===== src/rtl/hstx_pkg.sv =====
// Shared definitions for the multi-lane HS transmit sequencer.
package hstx_pkg;

    // Sequencer state, also presented directly on TxState.
    typedef enum logic [2:0] {
        ST_IDLE    = 3'b000,
        ST_PREPARE = 3'b001,
        ST_ZERO    = 3'b010,
        ST_DATA    = 3'b011,
        ST_TRAIL   = 3'b100,
        ST_EXIT    = 3'b101,
        ST_SYNC    = 3'b110
    } hstx_state_e;

    // Start-of-transmission sync byte sent on every lane after HS-Zero.
    localparam logic [7:0] SYNC_BYTE = 8'hB8;

    // Default width of the timing-count inputs.
    localparam int CNT_W_DEF = 8;

    // Largest supported number of data lanes.
    localparam int LANES_MAX = 4;

endpackage


===== src/rtl/hstx_lane_tail.sv =====
// One lane's output byte register, last-bit tracking and HS-Trail counter.
// The top tells the lane what to drive next; the lane ends its own trail.
module hstx_lane_tail
    import hstx_pkg::*;
#(
    parameter int CNT_W = CNT_W_DEF
) (
    input  logic             clk_i,
    input  logic             rst_i,
    input  logic             load_zero_i,
    input  logic             load_sync_i,
    input  logic             load_data_i,
    input  logic [7:0]       data_i,
    input  logic             start_trail_i,
    input  logic [CNT_W-1:0] trail_len_i,
    output logic [7:0]       byte_o,
    output logic             en_o,
    output logic             done_o
);

    logic [7:0]       byte_q, byte_d;
    logic             en_q, en_d;
    logic             trailing_q, trailing_d;
    logic [CNT_W-1:0] cnt_q, cnt_d;

    // Next-state: loads take priority; a trail request is honoured only by a
    // lane that is still driving and not already trailing, so the top can
    // broadcast it to every lane without disturbing finished ones.
    always_comb begin
        byte_d     = byte_q;
        en_d       = en_q;
        trailing_d = trailing_q;
        cnt_d      = cnt_q;
        if (load_zero_i) begin
            byte_d = 8'h00;
            en_d   = 1'b1;
        end else if (load_sync_i) begin
            byte_d = SYNC_BYTE;
            en_d   = 1'b1;
        end else if (load_data_i) begin
            byte_d = data_i;
            en_d   = 1'b1;
        end else if (start_trail_i && en_q && !trailing_q) begin
            // Trail level is the inverse of the last serialized bit (bit 7, LSB-first link).
            byte_d     = {8{~byte_q[7]}};
            trailing_d = 1'b1;
            cnt_d      = trail_len_i - CNT_W'(1);
        end else if (trailing_q) begin
            if (cnt_q == '0) begin
                trailing_d = 1'b0;
                en_d       = 1'b0;
                byte_d     = 8'h00;
            end else begin
                cnt_d = cnt_q - CNT_W'(1);
            end
        end
    end

    // Lane state registers.
    always_ff @(posedge clk_i or posedge rst_i) begin
        if (rst_i) begin
            byte_q     <= 8'h00;
            en_q       <= 1'b0;
            trailing_q <= 1'b0;
            cnt_q      <= '0;
        end else begin
            byte_q     <= byte_d;
            en_q       <= en_d;
            trailing_q <= trailing_d;
            cnt_q      <= cnt_d;
        end
    end

    assign byte_o = byte_q;
    assign en_o   = en_q;
    // Done means the lane will be disabled from the next cycle on.
    assign done_o = trailing_q ? (cnt_q == '0) : ~en_q;

endmodule


===== src/rtl/hstx_multilane_seq.sv =====
// Multi-lane HS transmit sequencer: one FSM with a shared phase counter
// driving LANES per-lane byte/trail engines. LANES must be 1..LANES_MAX.
module hstx_multilane_seq
    import hstx_pkg::*;
#(
    parameter int LANES = 2,
    parameter int CNT_W = CNT_W_DEF
) (
    input  logic                 TxByteClkHS,
    input  logic                 TxRst,
    input  logic                 TxRequestHS,
    input  logic                 TxValid,
    input  logic                 TxLast,
    input  logic [LANES-1:0]     TxByteEn,
    input  logic [8*LANES-1:0]   TxByte_Data,
    input  logic [CNT_W-1:0]     cfg_prep,
    input  logic [CNT_W-1:0]     cfg_zero,
    input  logic [CNT_W-1:0]     cfg_trail,
    input  logic [CNT_W-1:0]     cfg_exit,
    output logic                 TxReady,
    output logic [8*LANES-1:0]   HS_Bytes,
    output logic [LANES-1:0]     HS_En,
    output logic [2:0]           TxState,
    output logic                 TxUnderrun
);

    hstx_state_e      state_q, state_d;
    logic [CNT_W-1:0] cnt_q, cnt_d;
    logic [CNT_W-1:0] zero_q, zero_d;
    logic [CNT_W-1:0] trail_q, trail_d;
    logic [CNT_W-1:0] exit_q, exit_d;
    logic             ready_q, ready_d;
    logic             underrun_q, underrun_d;

    logic             lane_zero;
    logic             lane_sync;
    logic [LANES-1:0] lane_data;
    logic [LANES-1:0] lane_trail;
    logic [LANES-1:0] lane_done;

    // A programmed count of 0 behaves as 1.
    function automatic logic [CNT_W-1:0] at_least_one(input logic [CNT_W-1:0] v);
        return (v == '0) ? CNT_W'(1) : v;
    endfunction

    // Sequencer next-state and per-lane control decode.
    always_comb begin
        state_d    = state_q;
        cnt_d      = cnt_q;
        zero_d     = zero_q;
        trail_d    = trail_q;
        exit_d     = exit_q;
        ready_d    = 1'b0;
        underrun_d = 1'b0;
        lane_zero  = 1'b0;
        lane_sync  = 1'b0;
        lane_data  = '0;
        lane_trail = '0;
        case (state_q)
            ST_IDLE: begin
                if (TxRequestHS) begin
                    state_d = ST_PREPARE;
                    cnt_d   = at_least_one(cfg_prep) - CNT_W'(1);
                    zero_d  = at_least_one(cfg_zero);
                    trail_d = at_least_one(cfg_trail);
                    exit_d  = at_least_one(cfg_exit);
                end
            end
            ST_PREPARE: begin
                // Dropping the request here leaves the line untouched.
                if (!TxRequestHS) begin
                    state_d = ST_IDLE;
                end else if (cnt_q == '0) begin
                    state_d   = ST_ZERO;
                    cnt_d     = zero_q - CNT_W'(1);
                    lane_zero = 1'b1;
                end else begin
                    cnt_d = cnt_q - CNT_W'(1);
                end
            end
            ST_ZERO: begin
                // Abort during HS-Zero still ends with a proper trail.
                if (!TxRequestHS) begin
                    state_d    = ST_TRAIL;
                    lane_trail = '1;
                end else if (cnt_q == '0) begin
                    state_d   = ST_SYNC;
                    lane_sync = 1'b1;
                    ready_d   = 1'b1;
                end else begin
                    cnt_d = cnt_q - CNT_W'(1);
                end
            end
            ST_SYNC, ST_DATA: begin
                if (!ready_q) begin
                    // Full last word is on the lanes now; all of them trail next.
                    state_d    = ST_TRAIL;
                    lane_trail = '1;
                end else if (!TxValid) begin
                    state_d    = ST_TRAIL;
                    underrun_d = 1'b1;
                    lane_trail = '1;
                end else if (TxLast) begin
                    // Unused lanes start trailing while the others send their last byte.
                    lane_data  = TxByteEn;
                    lane_trail = ~TxByteEn;
                    state_d    = (&TxByteEn) ? ST_DATA : ST_TRAIL;
                end else begin
                    lane_data = '1;
                    ready_d   = 1'b1;
                    state_d   = ST_DATA;
                end
            end
            ST_TRAIL: begin
                // Broadcast keeps late lanes joining; finished lanes ignore it.
                lane_trail = '1;
                if (&lane_done) begin
                    state_d = ST_EXIT;
                    cnt_d   = exit_q - CNT_W'(1);
                end
            end
            ST_EXIT: begin
                if (cnt_q == '0) begin
                    state_d = ST_IDLE;
                end else begin
                    cnt_d = cnt_q - CNT_W'(1);
                end
            end
            default: state_d = ST_IDLE;
        endcase
    end

    // Sequencer registers; reset silences the link immediately.
    always_ff @(posedge TxByteClkHS or posedge TxRst) begin
        if (TxRst) begin
            state_q    <= ST_IDLE;
            cnt_q      <= '0;
            zero_q     <= '0;
            trail_q    <= '0;
            exit_q     <= '0;
            ready_q    <= 1'b0;
            underrun_q <= 1'b0;
        end else begin
            state_q    <= state_d;
            cnt_q      <= cnt_d;
            zero_q     <= zero_d;
            trail_q    <= trail_d;
            exit_q     <= exit_d;
            ready_q    <= ready_d;
            underrun_q <= underrun_d;
        end
    end

    for (genvar gi = 0; gi < LANES; gi++) begin : g_lane
        hstx_lane_tail #(
            .CNT_W (CNT_W)
        ) u_lane (
            .clk_i         (TxByteClkHS),
            .rst_i         (TxRst),
            .load_zero_i   (lane_zero),
            .load_sync_i   (lane_sync),
            .load_data_i   (lane_data[gi]),
            .data_i        (TxByte_Data[8*gi +: 8]),
            .start_trail_i (lane_trail[gi]),
            .trail_len_i   (trail_q),
            .byte_o        (HS_Bytes[8*gi +: 8]),
            .en_o          (HS_En[gi]),
            .done_o        (lane_done[gi])
        );
    end

    assign TxState    = state_q;
    assign TxReady    = ready_q;
    assign TxUnderrun = underrun_q;

endmodule


===== config.mk =====
export PLATFORM = sky130hd
export DESIGN_NAME = hstx_multilane_seq
export DESIGN_NICKNAME = d
export VERILOG_FILES = /design/src/rtl/hstx_pkg.sv /design/src/rtl/hstx_lane_tail.sv /design/src/rtl/hstx_multilane_seq.sv
export SDC_FILE = /design/constraint.sdc
export NUM_CORES = 1
export LEC_CHECK = 0
export CAP_MARGIN = 20
export CORE_AREA = 5 5 78 152
export CTS_BUF_LIST = sky130_fd_sc_hd__clkbuf_4
export DETAILED_ROUTE_END_ITERATION = 12
export DIE_AREA = 0 0 83 157
export PLACE_DENSITY = 0.77
export SLEW_MARGIN = 5
export SYNTH_ARGS = -nofsm -noshare
export SYNTH_HDL_FRONTEND = slang
export SYNTH_SLANG_ARGS = --single-unit

===== constraint.sdc =====
create_clock -name TxByteClkHS -period 2.52 [get_ports TxByteClkHS]
set_clock_uncertainty 0.1 [all_clocks]
set_input_delay 0.756 -clock TxByteClkHS [delete_from_list [all_inputs] [get_ports TxByteClkHS]]
set_output_delay 0.756 -clock TxByteClkHS [all_outputs]
set_load 0.05 [all_outputs]

==> qor.csv <==
metric;value;unit
status;completed;
dpl hpwl;9.27;mm
Mean Syn Cell Area;9.45;µm²
WP data required;2.74;ns
TritonCTS clock tree;built;
Final Max Tran Viols;0;
DR DRC count;0;
Least-Margin Pin Slew;0.530;ns
Period Utilization, post-route;97.9;%
vias per cell;5.56;
Synth Area in XOR/XNOR;4.65;%
Ys Warns;0;
DP Cell Count;713;
Syn Std Cell Area;4340;µm²
Worst Hold Path Cells;2;
Nets;657;
startpoint types;primary input;
CTS Buf Count;9;
Clk pin slew, worst setup/hold paths;0.12;ns
commonest cells after routing, fill and taps aside;dfrtp_1, buf_4, clkdlybuf4s50_1;
min cycle time layout;2.47;ns
CP arrival;2.68;ns
die area;13000;µm²
vias in the first global route;4244;
simple-gate portion of the synthesized area;19.4;%
io pins;78;
Hold WC Path Type;reg2reg;
area of the multi-input gates;2390;µm²
register area;1830;µm²
Global Route Usage Sum;18.5;%
count of cell types in the netlist;58;
hold_sp;g_lane[0].u_lane.en_o;
CP Max Fanout;4;
RSZ-0062 raised after global routing;true;
CTS Buffer Depth;2;
critical path type;in2reg;
worst skew pair latency;0.42;ns
row count;53;
Fin. Hold Viols;0;
post-synth net total;523;
Max H-tree Level;3;
Avg WL per Cell;16.1;µm
Die H;157;µm
Post-synth EDFFs;0;
clk root buf;clkbuf_4;
first-pass GRT wire length;19.8;mm
combinational family with the most area after synthesis;compound AO/OA/AOI/OAI gates;
sequential area share after synthesis;42.1;%
routed vias;4089;
Finished Layout Cells;736;
WL final;11.8;mm
filler cell count;967;
pwr/cell area;1190;nW/µm²
GPL Wtd Cong;0.875;
Async SR Flop Fraction;100;%
drt first pass iters;4;
flip-flop and latch count after synthesis;73;
Worst Setup SP;cfg_prep[6];
Post-Synthesis Cells;459;
Initial Util;41.4;%
leading cell type in the layout, fill and taps excluded;dfrtp_1;
Sink Count;73;
multiplexer share of the synthesized area;6.58;%
reg2reg start;TxState[2];
WHS Endpoint;g_lane[0].u_lane.en_o;
slew margin rel.;64.7;%
hold_buf cts;0;
Pleak;2.62;nW
1st-iter DRT viols;220;
post-synthesis adder-cell area fraction;2.60;%
layout cells sized above 1;23.1;%
RR Endpoint;cnt_q[6];
Die Wd;83;µm
Synth Area in Compound Gates;20.1;%
core area;10500;µm²
r2r setup slk;0.12;ns
initial antenna violation count;1;
MaxCap Viol Count;0;
fin util;56.7;%
Max rail drop VDD;0.000630;V
largest net degree at the start of global routing;50;
Critical Path Sink Type;flop;
# setup viols final;0;
FMAX;405;MHz
Antenna Violating Nets Remaining;0;
Register-to-Register Path Depth;11;
total congestion overflow;0;
port bufs;77;
area grow syn2layout;37.1;%
ys flop type;dfrtp_1;
## where the power goes
part	switching (mW)	internal (mW)
Combinational	2.22	1.77
Sequential	0.513	1.74
Clock	0.417	0.409
## critical path, stage by stage
cell	delay, ns
buf_6	0.09
or4_4	0.54
nor4_4	0.14
o21a_1	0.15
a21oi_2	0.04
ha_2	0.21
nor3b_2	0.16
xor2_1	0.16
o211ai_1	0.16
o221a_2	0.20
o21ai_1	0.07
## registers in the layout (all words and copies together) (netlist names)
| signal | cells |
|---|---|
| g_lane.u_lane.byte_o | 16 |
| TxReady | 1 |
| g_lane.u_lane.cnt_q | 16 |
| zero_q | 8 |
| TxState | 3 |
| exit_q | 8 |
| TxUnderrun | 1 |
| g_lane.u_lane.en_o | 2 |
| trail_q | 8 |
| g_lane.u_lane.trailing_q | 2 |
| cnt_q | 8 |
## how the worst max path moves through the flow
stage | slack [ns] | endpoint | cells past startpoint
2_1_floorplan | -0.31 | cnt_q[6] | 12
3_3_place_gp | -0.79 | cnt_q[6] | 12
3_5_place_dp | -0.88 | cnt_q[6] | 12
4_1_cts | -0.04 | cnt_q[6] | 12
5_1_grt | -0.04 | cnt_q[6] | 12
6_report | 0.05 | cnt_q[4] | 11
## per-layer routing
layer / track usage (%) / routed length [µm]
met1: 19.2 / 4290
met4: 8.96 / 365
met2: 35.3 / 6640
met5: 0 / 0
met3: 3.46 / 538
## final cells by class
class / count / area share, %
clock buffer: 10 / 1.26
tap: 137 / 2.88
clock inverter: 6 / 1.39
inverter: 16 / 1.07
timing repair buffer: 146 / 22.4
multi-input combinational: 347 / 40.1
sequential: 73 / 30.8
antenna: 1 / 0.0421
## what timing repair did
action                     4_1_cts  5_1_grt
pin swaps                       11        8
setup buffers                    3        3
gates resized for setup         30       21
setup endpoints to repair        8       26
## Yosys cell counts (4+ instances only)
library cell / number / share of area (%)
dfrtp_1: 73 / 42
nor2_1: 38 / 3.3
nand2_1: 37 / 3.2
o21ai_0: 37 / 4.3
a21oi_1: 25 / 2.9
mux2_2: 20 / 5.2
a221o_1: 17 / 3.9
nor3_1: 17 / 2.0
inv_1: 16 / 1.4
xnor2_1: 13 / 2.6
buf_2: 12 / 1.4
nand3_1: 11 / 1.3
xor2_1: 10 / 2.0
ha_1: 9 / 2.6
o22ai_1: 9 / 1.3
a31oi_1: 8 / 1.2
nor3b_1: 8 / 1.4
nor4_1: 8 / 1.2
mux2i_1: 6 / 1.4
nand2b_1: 5 / 0.72
nor2b_1: 5 / 0.72
nor4b_1: 5 / 1.0
o21ai_1: 5 / 0.58
or4_1: 5 / 0.87
buf_4: 4 / 0.69
clkbuf_1: 4 / 0.35
o211ai_1: 4 / 0.69
o21a_1: 4 / 0.69
## logic make-up after synthesis
logic type | after synthesis
and+or+nand+nor | 158
xor gates and xnor gates | 23
buffers and inverters | 39
AOI/OAI and AO/OA | 131
muxes | 26
adders and majority gates | 9
DFF | 73
## stage by stage
| stage | hold WS, ns | setup TNS, ns | power [mW] | worst slack (ns) | cell area, µm² |
|---|---|---|---|---|---|
| after global placement | 0.391 | -12.93 | 6.06 | -0.792 | 5660 |
| after global routing | 0.442 | -0.0595 | 7.61 | -0.0431 | 5940 |
| after CTS | 0.428 | -0.0769 | 7.07 | -0.0426 | 5870 |
| after floorplan | 0.360 | -0.559 | 4.84 | -0.311 | 4350 |
| final | 0.418 | 0 | 7.08 | 0.0522 | 5940 |
| after detailed placement | 0.393 | -14.29 | 6.22 | -0.876 | 5660 |
Note: power is estimated with default switching activity, not from simulation.
